==> src/rtl/ex_mem_stage.sv <==
// Execute-to-memory boundary: resolves branches/jumps combinationally from the ALU flags,
// registers the EX/MEM pipeline state with stall/bubble control, and counts branch events.
module ex_mem_stage #(
  parameter int XLEN  = 32,
  parameter int CNT_W = 32
) (
  input  logic             clk_i,
  input  logic             rst_n_i,
  input  logic             Valid_i,
  input  logic             Stall_i,
  input  logic             Flush_i,
  input  logic             Branch_i,
  input  logic             Jump_i,
  input  logic [2:0]       Funct3_i,
  input  logic [2:0]       Flags_i,
  input  logic [XLEN-1:0]  ALUResult_i,
  input  logic [XLEN-1:0]  PCTarget_i,
  input  logic [XLEN-1:0]  PCPlus4_i,
  input  logic [XLEN-1:0]  WriteData_i,
  input  logic [4:0]       Rd_i,
  input  logic             RegWrite_i,
  input  logic             MemWrite_i,
  input  logic [1:0]       ResultSrc_i,
  output logic             PCSrc_o,
  output logic [XLEN-1:0]  PCTarget_o,
  output logic             FlushFD_o,
  output logic             MisalignExc_o,
  output logic             ValidM_o,
  output logic [XLEN-1:0]  ALUResultM_o,
  output logic [XLEN-1:0]  WriteDataM_o,
  output logic [XLEN-1:0]  PCPlus4M_o,
  output logic [4:0]       RdM_o,
  output logic             RegWriteM_o,
  output logic             MemWriteM_o,
  output logic [1:0]       ResultSrcM_o,
  output logic [2:0]       Funct3M_o,
  output logic [CNT_W-1:0] BranchCnt_o,
  output logic [CNT_W-1:0] TakenCnt_o
);

  localparam logic [2:0] F3_BEQ  = 3'b000;
  localparam logic [2:0] F3_BNE  = 3'b001;
  localparam logic [2:0] F3_BLT  = 3'b100;
  localparam logic [2:0] F3_BGE  = 3'b101;
  localparam logic [2:0] F3_BLTU = 3'b110;
  localparam logic [2:0] F3_BGEU = 3'b111;

  logic flag_zero;
  logic flag_gt;
  logic flag_gtu;
  logic cond;
  logic take;
  logic accept;
  logic misalign;
  logic redirect;
  logic load_bubble;

  assign {flag_zero, flag_gt, flag_gtu} = Flags_i;

  // gt/gtu mean A>=B, so the "less than" branches are their complements.
  always_comb begin
    cond = 1'b0;
    case (Funct3_i)
      F3_BEQ:  cond = flag_zero;
      F3_BNE:  cond = !flag_zero;
      F3_BLT:  cond = !flag_gt;
      F3_BGE:  cond = flag_gt;
      F3_BLTU: cond = !flag_gtu;
      F3_BGEU: cond = flag_gtu;
      default: cond = 1'b0;
    endcase
  end

  // Handshake: an EX instruction moves into EX/MEM only when Valid_i is high and neither
  // Stall_i (hold) nor Flush_i (kill) is asserted; Flush_i wins over Stall_i.
  assign take        = Jump_i | (Branch_i & cond);
  assign accept      = Valid_i & !Stall_i & !Flush_i;
  assign misalign    = take & (PCTarget_i[1:0] != 2'b00);
  assign redirect    = accept & take & !misalign;
  assign load_bubble = Flush_i | (!Stall_i & !Valid_i);

  assign PCSrc_o    = redirect;
  assign FlushFD_o  = redirect;
  assign PCTarget_o = PCTarget_i;

  always_ff @(posedge clk_i or negedge rst_n_i) begin
    if (!rst_n_i) begin
      ValidM_o      <= 1'b0;
      ALUResultM_o  <= '0;
      WriteDataM_o  <= '0;
      PCPlus4M_o    <= '0;
      RdM_o         <= '0;
      RegWriteM_o   <= 1'b0;
      MemWriteM_o   <= 1'b0;
      ResultSrcM_o  <= '0;
      Funct3M_o     <= '0;
      MisalignExc_o <= 1'b0;
    end else if (load_bubble) begin
      ValidM_o      <= 1'b0;
      ALUResultM_o  <= '0;
      WriteDataM_o  <= '0;
      PCPlus4M_o    <= '0;
      RdM_o         <= '0;
      RegWriteM_o   <= 1'b0;
      MemWriteM_o   <= 1'b0;
      ResultSrcM_o  <= '0;
      Funct3M_o     <= '0;
      MisalignExc_o <= 1'b0;
    end else if (accept) begin
      // A misaligned target keeps the instruction valid so the trap can be raised in M,
      // but suppresses its architectural side effects.
      ValidM_o      <= 1'b1;
      ALUResultM_o  <= ALUResult_i;
      WriteDataM_o  <= WriteData_i;
      PCPlus4M_o    <= PCPlus4_i;
      RdM_o         <= Rd_i;
      RegWriteM_o   <= RegWrite_i & !misalign;
      MemWriteM_o   <= MemWrite_i & !misalign;
      ResultSrcM_o  <= ResultSrc_i;
      Funct3M_o     <= Funct3_i;
      MisalignExc_o <= misalign;
    end
  end

  always_ff @(posedge clk_i or negedge rst_n_i) begin
    if (!rst_n_i) begin
      BranchCnt_o <= '0;
      TakenCnt_o  <= '0;
    end else begin
      if (accept & (Branch_i | Jump_i)) BranchCnt_o <= BranchCnt_o + 1'b1;
      if (redirect)                     TakenCnt_o  <= TakenCnt_o + 1'b1;
    end
  end

endmodule

==> config.mk <==
export PLATFORM = sky130hd
export DESIGN_NAME = ex_mem_stage
export DESIGN_NICKNAME = d
export VERILOG_FILES = /design/src/rtl/ex_mem_stage.sv
export SDC_FILE = /design/constraint.sdc
export NUM_CORES = 1
export LEC_CHECK = 0
export CAP_MARGIN = 20
export CORE_AREA = 4 4 137 139
export DETAILED_ROUTE_END_ITERATION = 16
export DIE_AREA = 0 0 141 143
export GPL_ROUTABILITY_DRIVEN = 1
export PLACE_DENSITY = 0.8
export SYNTH_ARGS = -nofsm -noshare
export SYNTH_HDL_FRONTEND = slang
export SYNTH_SLANG_ARGS = --single-unit
==> constraint.sdc <==
create_clock -name clk_i -period 4.68 [get_ports clk_i]
set_clock_uncertainty 0.05 [all_clocks]
set_input_delay 1.404 -clock clk_i [delete_from_list [all_inputs] [get_ports clk_i]]
set_output_delay 1.404 -clock clk_i [all_outputs]
set_load 0.02 [all_outputs]
---- Yosys cells after proc, flatten, opt, wreduce, memory -nomap -nowiden ----
Index checks and enable logic that the tools add are counted.
cells by class
  $add $sub $neg .......................... 2
  equal/unequal tests ..................... 5
  muxes and demuxes ....................... 21
  bitwise operators ....................... 13
  reduce and logical (&&, ||, !) cells .... 10
operator list
  cell                     number
  $mux W32                 6
  $add A32 B1 Y32 const B  2
  $eq A3 B3 Y1 const B     4
  $and A1 B1 Y1            10
  $mux W5                  2
  $mux W1                  8
  $logic_not A1 Y1         7
  $mux W3                  2
  $pmux W1 S6              1
  $mux W2                  2
  $reduce_bool A2 Y1       2
  $eq A3 B1 Y1 const B     1
  $logic_not A3 Y1         1
  $or A1 B1 Y1             3
storage, ports and cells
  register bits ........................... 174
  input port bits ......................... 150
  output and inout port bits .............. 208
  word-level logic and storage cells ...... 63

---- Depth between registers and ports, before layout ----
  depth in word-level cells ............... 9
  mapped depth ............................ 7
  depth with buffers taken out ............ 6

---- Least setup slack after synthesis ----
Ideal clock, no wire load.
  path kind ............................... input -> output
  start ................................... input Flush_i
  end ..................................... output PCSrc_o
  data arrival time ....................... 2.752 ns
  setup slack ............................. 0.474 ns
  stages on the path ...................... 5
  buffers on the path ..................... 2
  cell sequence ........................... nor3b_1 > buf_2 > nand2_1 > nor2_1 > buf_4
on the way
  longest elaborated chain between the ends .. 4
ends and longest elaborated chain
  what                        line  RTL
  from (decl)                 11    input logic Flush_i,
  $logic_not A1 Y1            77    assign accept = Valid_i & !Stall_i & !Flush_i;
  $and A1 B1 Y1               77
  $and A1 B1 Y1 (2 in a row)  79    assign redirect = accept & take & !misalign;
  to (decl)                   24    output logic PCSrc_o,
No other way between the ends.

---- Worst setup path in the final report ----
  start ................................... input Funct3_i[2]
  end ..................................... output PCSrc_o
on the way
  longest elaborated chain between the ends .. 7
  elaborated cells on any way between the ends .. 13
  classes of those cells .................. 5 x eq/ne; 1 x mux; 5 x bitwise; 2 x reduce/logical
ends and longest elaborated chain
  what                                        line  RTL
  from (decl)                                 14    input logic [2:0] Funct3_i,
  $eq A3 B3 Y1, or another cell as far along  63    case (Funct3_i)
  $pmux W1 S6 *                               63
  $and A1 B1 Y1 *                             76    assign take = Jump_i | (Branch_i & cond);
  $or A1 B1 Y1 *                              76
  $and A1 B1 Y1                               78    assign misalign = take & (PCTarget_i[1:0] != 2'b00);
  $logic_not A1 Y1                            79
  $and A1 B1 Y1 *                             79
Mark *: on every way between the ends. The rest lies on a longest branch, timed or not.

==> flow_metrics.env <==
export IMPL_seq_area_frac_synth=0.6101
export IMPL_crit_start="Funct3_i[2]"
export IMPL_leakage_nw=4.850
export IMPL_r2r_cells=6
export IMPL_seq_power_share=0.455
export IMPL_internal_power_mw=2.689
export IMPL_clock_sinks=174
export IMPL_initial_core_util=0.4042
export IMPL_grt_pass1_vias=5899
export IMPL_drtAntennaViolNets=0
export IMPL_htreeDepth=4
export IMPL_maxCapViolCount=0
export IMPL_slowest_stage="clkdlybuf4s50_1"
export IMPL_p_per_area_nw_per_um2=332.6
export IMPL_vias=5672
export IMPL_post_synth_inst_count=575
export IMPL_worst_slack_ns=0.1687
export IMPL_rr_endpoint="TakenCnt_o[30]"
export IMPL_finalMaxSlewViolations=0
export IMPL_hold_violations=0
export IMPL_area_growth_pct=51.07
export IMPL_hpwl_um=15000
export IMPL_hp_class="reg -> reg"
export IMPL_rows=49
export IMPL_min_period_ns=4.511
export IMPL_cp_cell_sequence="clkdlybuf4s50_1 > nand2_1 > o2111a_1 > a211o_1 > nor2_1 > buf_4 > dlygate4sd2_1"
export IMPL_finalPower_mw=3.586
export IMPL_synth_seq_cells=174
export IMPL_place_port_buffers=297
export IMPL_nNetsFinal=994
export IMPL_comb_power_share=0.141
export IMPL_final_util=0.6106
export IMPL_coreArea_sq_um=17660
export IMPL_syn_area_sq_um=7137
export IMPL_outcome="finished, final reports clean"
export IMPL_fp_dieW_um=141
export IMPL_p_sw_mw=0.8964
export IMPL_antenna_found_initial=1
export IMPL_worst_slew_pin_transition_ns=0.7587
export IMPL_netSwitchingFraction=0.2500
export IMPL_critPathMaxStageDelay_ns=0.55
export IMPL_initialDrtViolationCount=284
export IMPL_path_class="in -> out"
export IMPL_cts_buffers=17
export IMPL_postLayoutCellArea_sq_um=10780
export IMPL_cts_tree="yes"
export IMPL_synthDistinctLibCells=39
export IMPL_p_clk_frac=0.404
export IMPL_gp_congestion=0.7925
export IMPL_grt_use_total=0.2065
export IMPL_vdd_ir_drop_max_mv=0.2363
export IMPL_ctsLongestPathBuffers=2
export IMPL_dr_pass1_iters=4
export IMPL_r2r_start="TakenCnt_o[0]"
export IMPL_end_kind="output pin"
export IMPL_setup_violations=0
export IMPL_drive_gt1_frac=0.06331
export IMPL_syn_num_nets=727
export IMPL_clock_latency_ns=0.42
export IMPL_dpl_cell_area_sq_um=10180
export IMPL_fmax_ghz=0.2217
export IMPL_root_buffer="clkbuf_16"
export IMPL_period_share=0.9640
export IMPL_clk_pin_slew_ns=0.06
export IMPL_required_ns=3.23
export IMPL_overflow=0
export IMPL_critical_path_arrival_ns=3.06
export IMPL_grt_start_max_net_pins=110
export IMPL_r2r_setup_slack_ns=2.41
export IMPL_die_height_um=143
export IMPL_dieArea_sq_um=20160
export IMPL_grt_pass1_wl_um=32710
export IMPL_grt_setup_unrepaired="no"
export IMPL_cp_endpoint="PCSrc_o"
export IMPL_drc=0
export IMPL_dp_slack_ns=-0.1310
export IMPL_ios=358
export IMPL_crit_fanout=5
export IMPL_viasPerCell=5.237
export IMPL_slew_headroom=0.4942
export IMPL_routed_wl_um=20880
export IMPL_start_kind="input pin"
export IMPL_yosysWarnings=0
export IMPL_syn_area_per_cell_sq_um=12.41
export IMPL_wire_per_inst_um=19.28
==> stage by stage <==
| step | std cells | setup TNS [ns] | hold slack, ns |
|---|---|---|---|
| after detailed placement | 1052 | -0.5195 | 0.4048 |
| final | 1083 | 0 | 0.4172 |
| after global routing | 1083 | 0 | 0.4321 |
| after floorplan | 575 | 0 | 0.5277 |
| after global placement | 1052 | -0.2435 | 0.4124 |
| after CTS | 1082 | 0 | 0.4252 |
==> area by class of cell <==
class,instances,area (sq um)
timing repair buffer,312,3109
fill,1441,6875
sequential,174,4354
inverter,6,22.52
antenna,1,2.502
clock buffer,19,442.9
clock inverter,11,157.7
multi-input combinational,331,2406
tap,229,286.5
==> worst max-delay path, delay by kind of cell <==
| kind | cells | cell delay (ns) |
|---|---|---|
| simple gates | 2 | 0.19 |
| compound gates | 2 | 0.43 |
| buf+inv | 3 | 1.02 |
==> cells in the mapped netlist, drive strengths merged <==
| cell type | number | area (sq um) |
|---|---|---|
| and4bb | 1 | 12.51 |
| inv | 6 | 22.52 |
| nand3 | 22 | 110.1 |
| buf | 46 | 299.0 |
| xnor2 | 20 | 175.2 |
| nor2 | 21 | 78.83 |
| mux2 | 1 | 11.26 |
| o31ai | 1 | 7.510 |
| nor3 | 15 | 75.07 |
| mux2i | 1 | 10.01 |
| nor4b | 1 | 8.760 |
| a311oi | 1 | 8.760 |
| and4 | 5 | 43.79 |
| nand2 | 38 | 142.6 |
| a211o | 1 | 8.760 |
| nor2b | 2 | 12.51 |
| and2 | 3 | 18.77 |
| xor2 | 43 | 376.6 |
| a32o | 2 | 20.02 |
| nand4 | 9 | 62.56 |
| nor4 | 20 | 143.9 |
| ha | 2 | 25.02 |
| or3 | 1 | 6.260 |
| and4b | 1 | 10.01 |
| dfrtp | 174 | 4354 |
| nor3b | 1 | 7.510 |
| and3 | 7 | 43.79 |
| a22o | 106 | 928.4 |
| clkbuf | 18 | 67.56 |
| or2 | 1 | 6.260 |
| or3b | 2 | 17.52 |
| o21ai | 2 | 10.00 |
| o2111a | 1 | 11.26 |
==> power groups by stage <==
stage	Combinational (mW)	Sequential (mW)	Clock (mW)
floorplan	0.151	1.73	0
global placement	0.500	1.65	0
detailed placement	0.509	1.66	0
CTS	0.512	1.63	1.48
global route	0.544	1.64	1.54
finish	0.505	1.63	1.45
==> layer usage <==
metal,global-route usage,vias up,wire (um)
li1,-,2585,-
met2,0.3349,218,10360
met4,0.08975,0,666
met1,0.2622,2819,8444
met5,0,-,0
met3,0.05593,50,1409
==> how the worst min path moves through the flow <==
| stage | from | to | cells after the start | slack, ns |
|---|---|---|---|---|
| global route | BranchCnt_o[31] | BranchCnt_o[31] | 1 | 0.43 |
| floorplan | TakenCnt_o[31] | TakenCnt_o[31] | 1 | 0.53 |
| CTS | TakenCnt_o[31] | TakenCnt_o[31] | 1 | 0.43 |
| detailed placement | TakenCnt_o[31] | TakenCnt_o[31] | 1 | 0.40 |
| finish | TakenCnt_o[31] | TakenCnt_o[31] | 1 | 0.42 |
| global placement | MisalignExc_o | MisalignExc_o | 2 | 0.41 |
==> cells by family after synthesis <==
kind of cell / count (synthesis) / synth area share
flip-flops: 174 / 0.6101
AND/OR/NAND/NOR: 150 / 0.1122
AO/OA/AOI/OAI: 114 / 0.1394
buffers and inverters: 70 / 0.05452
multiplexers: 2 / 0.002980
XOR/XNOR: 63 / 0.07731
adder cells (fa/ha/maj): 2 / 0.003506
==> what timing repair did <==
action / CTS / global route
hold buffers: 0 / 0
hold endpoints to repair: 0 / 0
endpoints found under the setup margin: 2 / 0
buffers inserted: 0 / 0
gates resized for setup: 2 / 0
==> registers in the layout, summed over array words and instances (netlist names) <==
signal,flops
BranchCnt_o,32
ValidM_o,1
RdM_o,5
MisalignExc_o,1
ALUResultM_o,32
ResultSrcM_o,2
PCPlus4M_o,32
MemWriteM_o,1
Funct3M_o,3
RegWriteM_o,1
TakenCnt_o,32
WriteDataM_o,32
==> placed cells by master (no fill, tap or decap), types with 4 or more instances in the layout <==
cell type          n
nand4_1            8
clkbuf_16         17
nor2_1            21
nor3_1            15
nand3_1           22
buf_4             13
nor4_1            17
xor2_1            43
clkinvlp_4         4
inv_1              6
and3_1             7
nand2_1           38
xnor2_1           20
clkdlybuf4s50_1  294
a22o_1           106
dfrtp_1          174
and4_1             5
No activity file was read; power rests on OpenSTA's default activity.
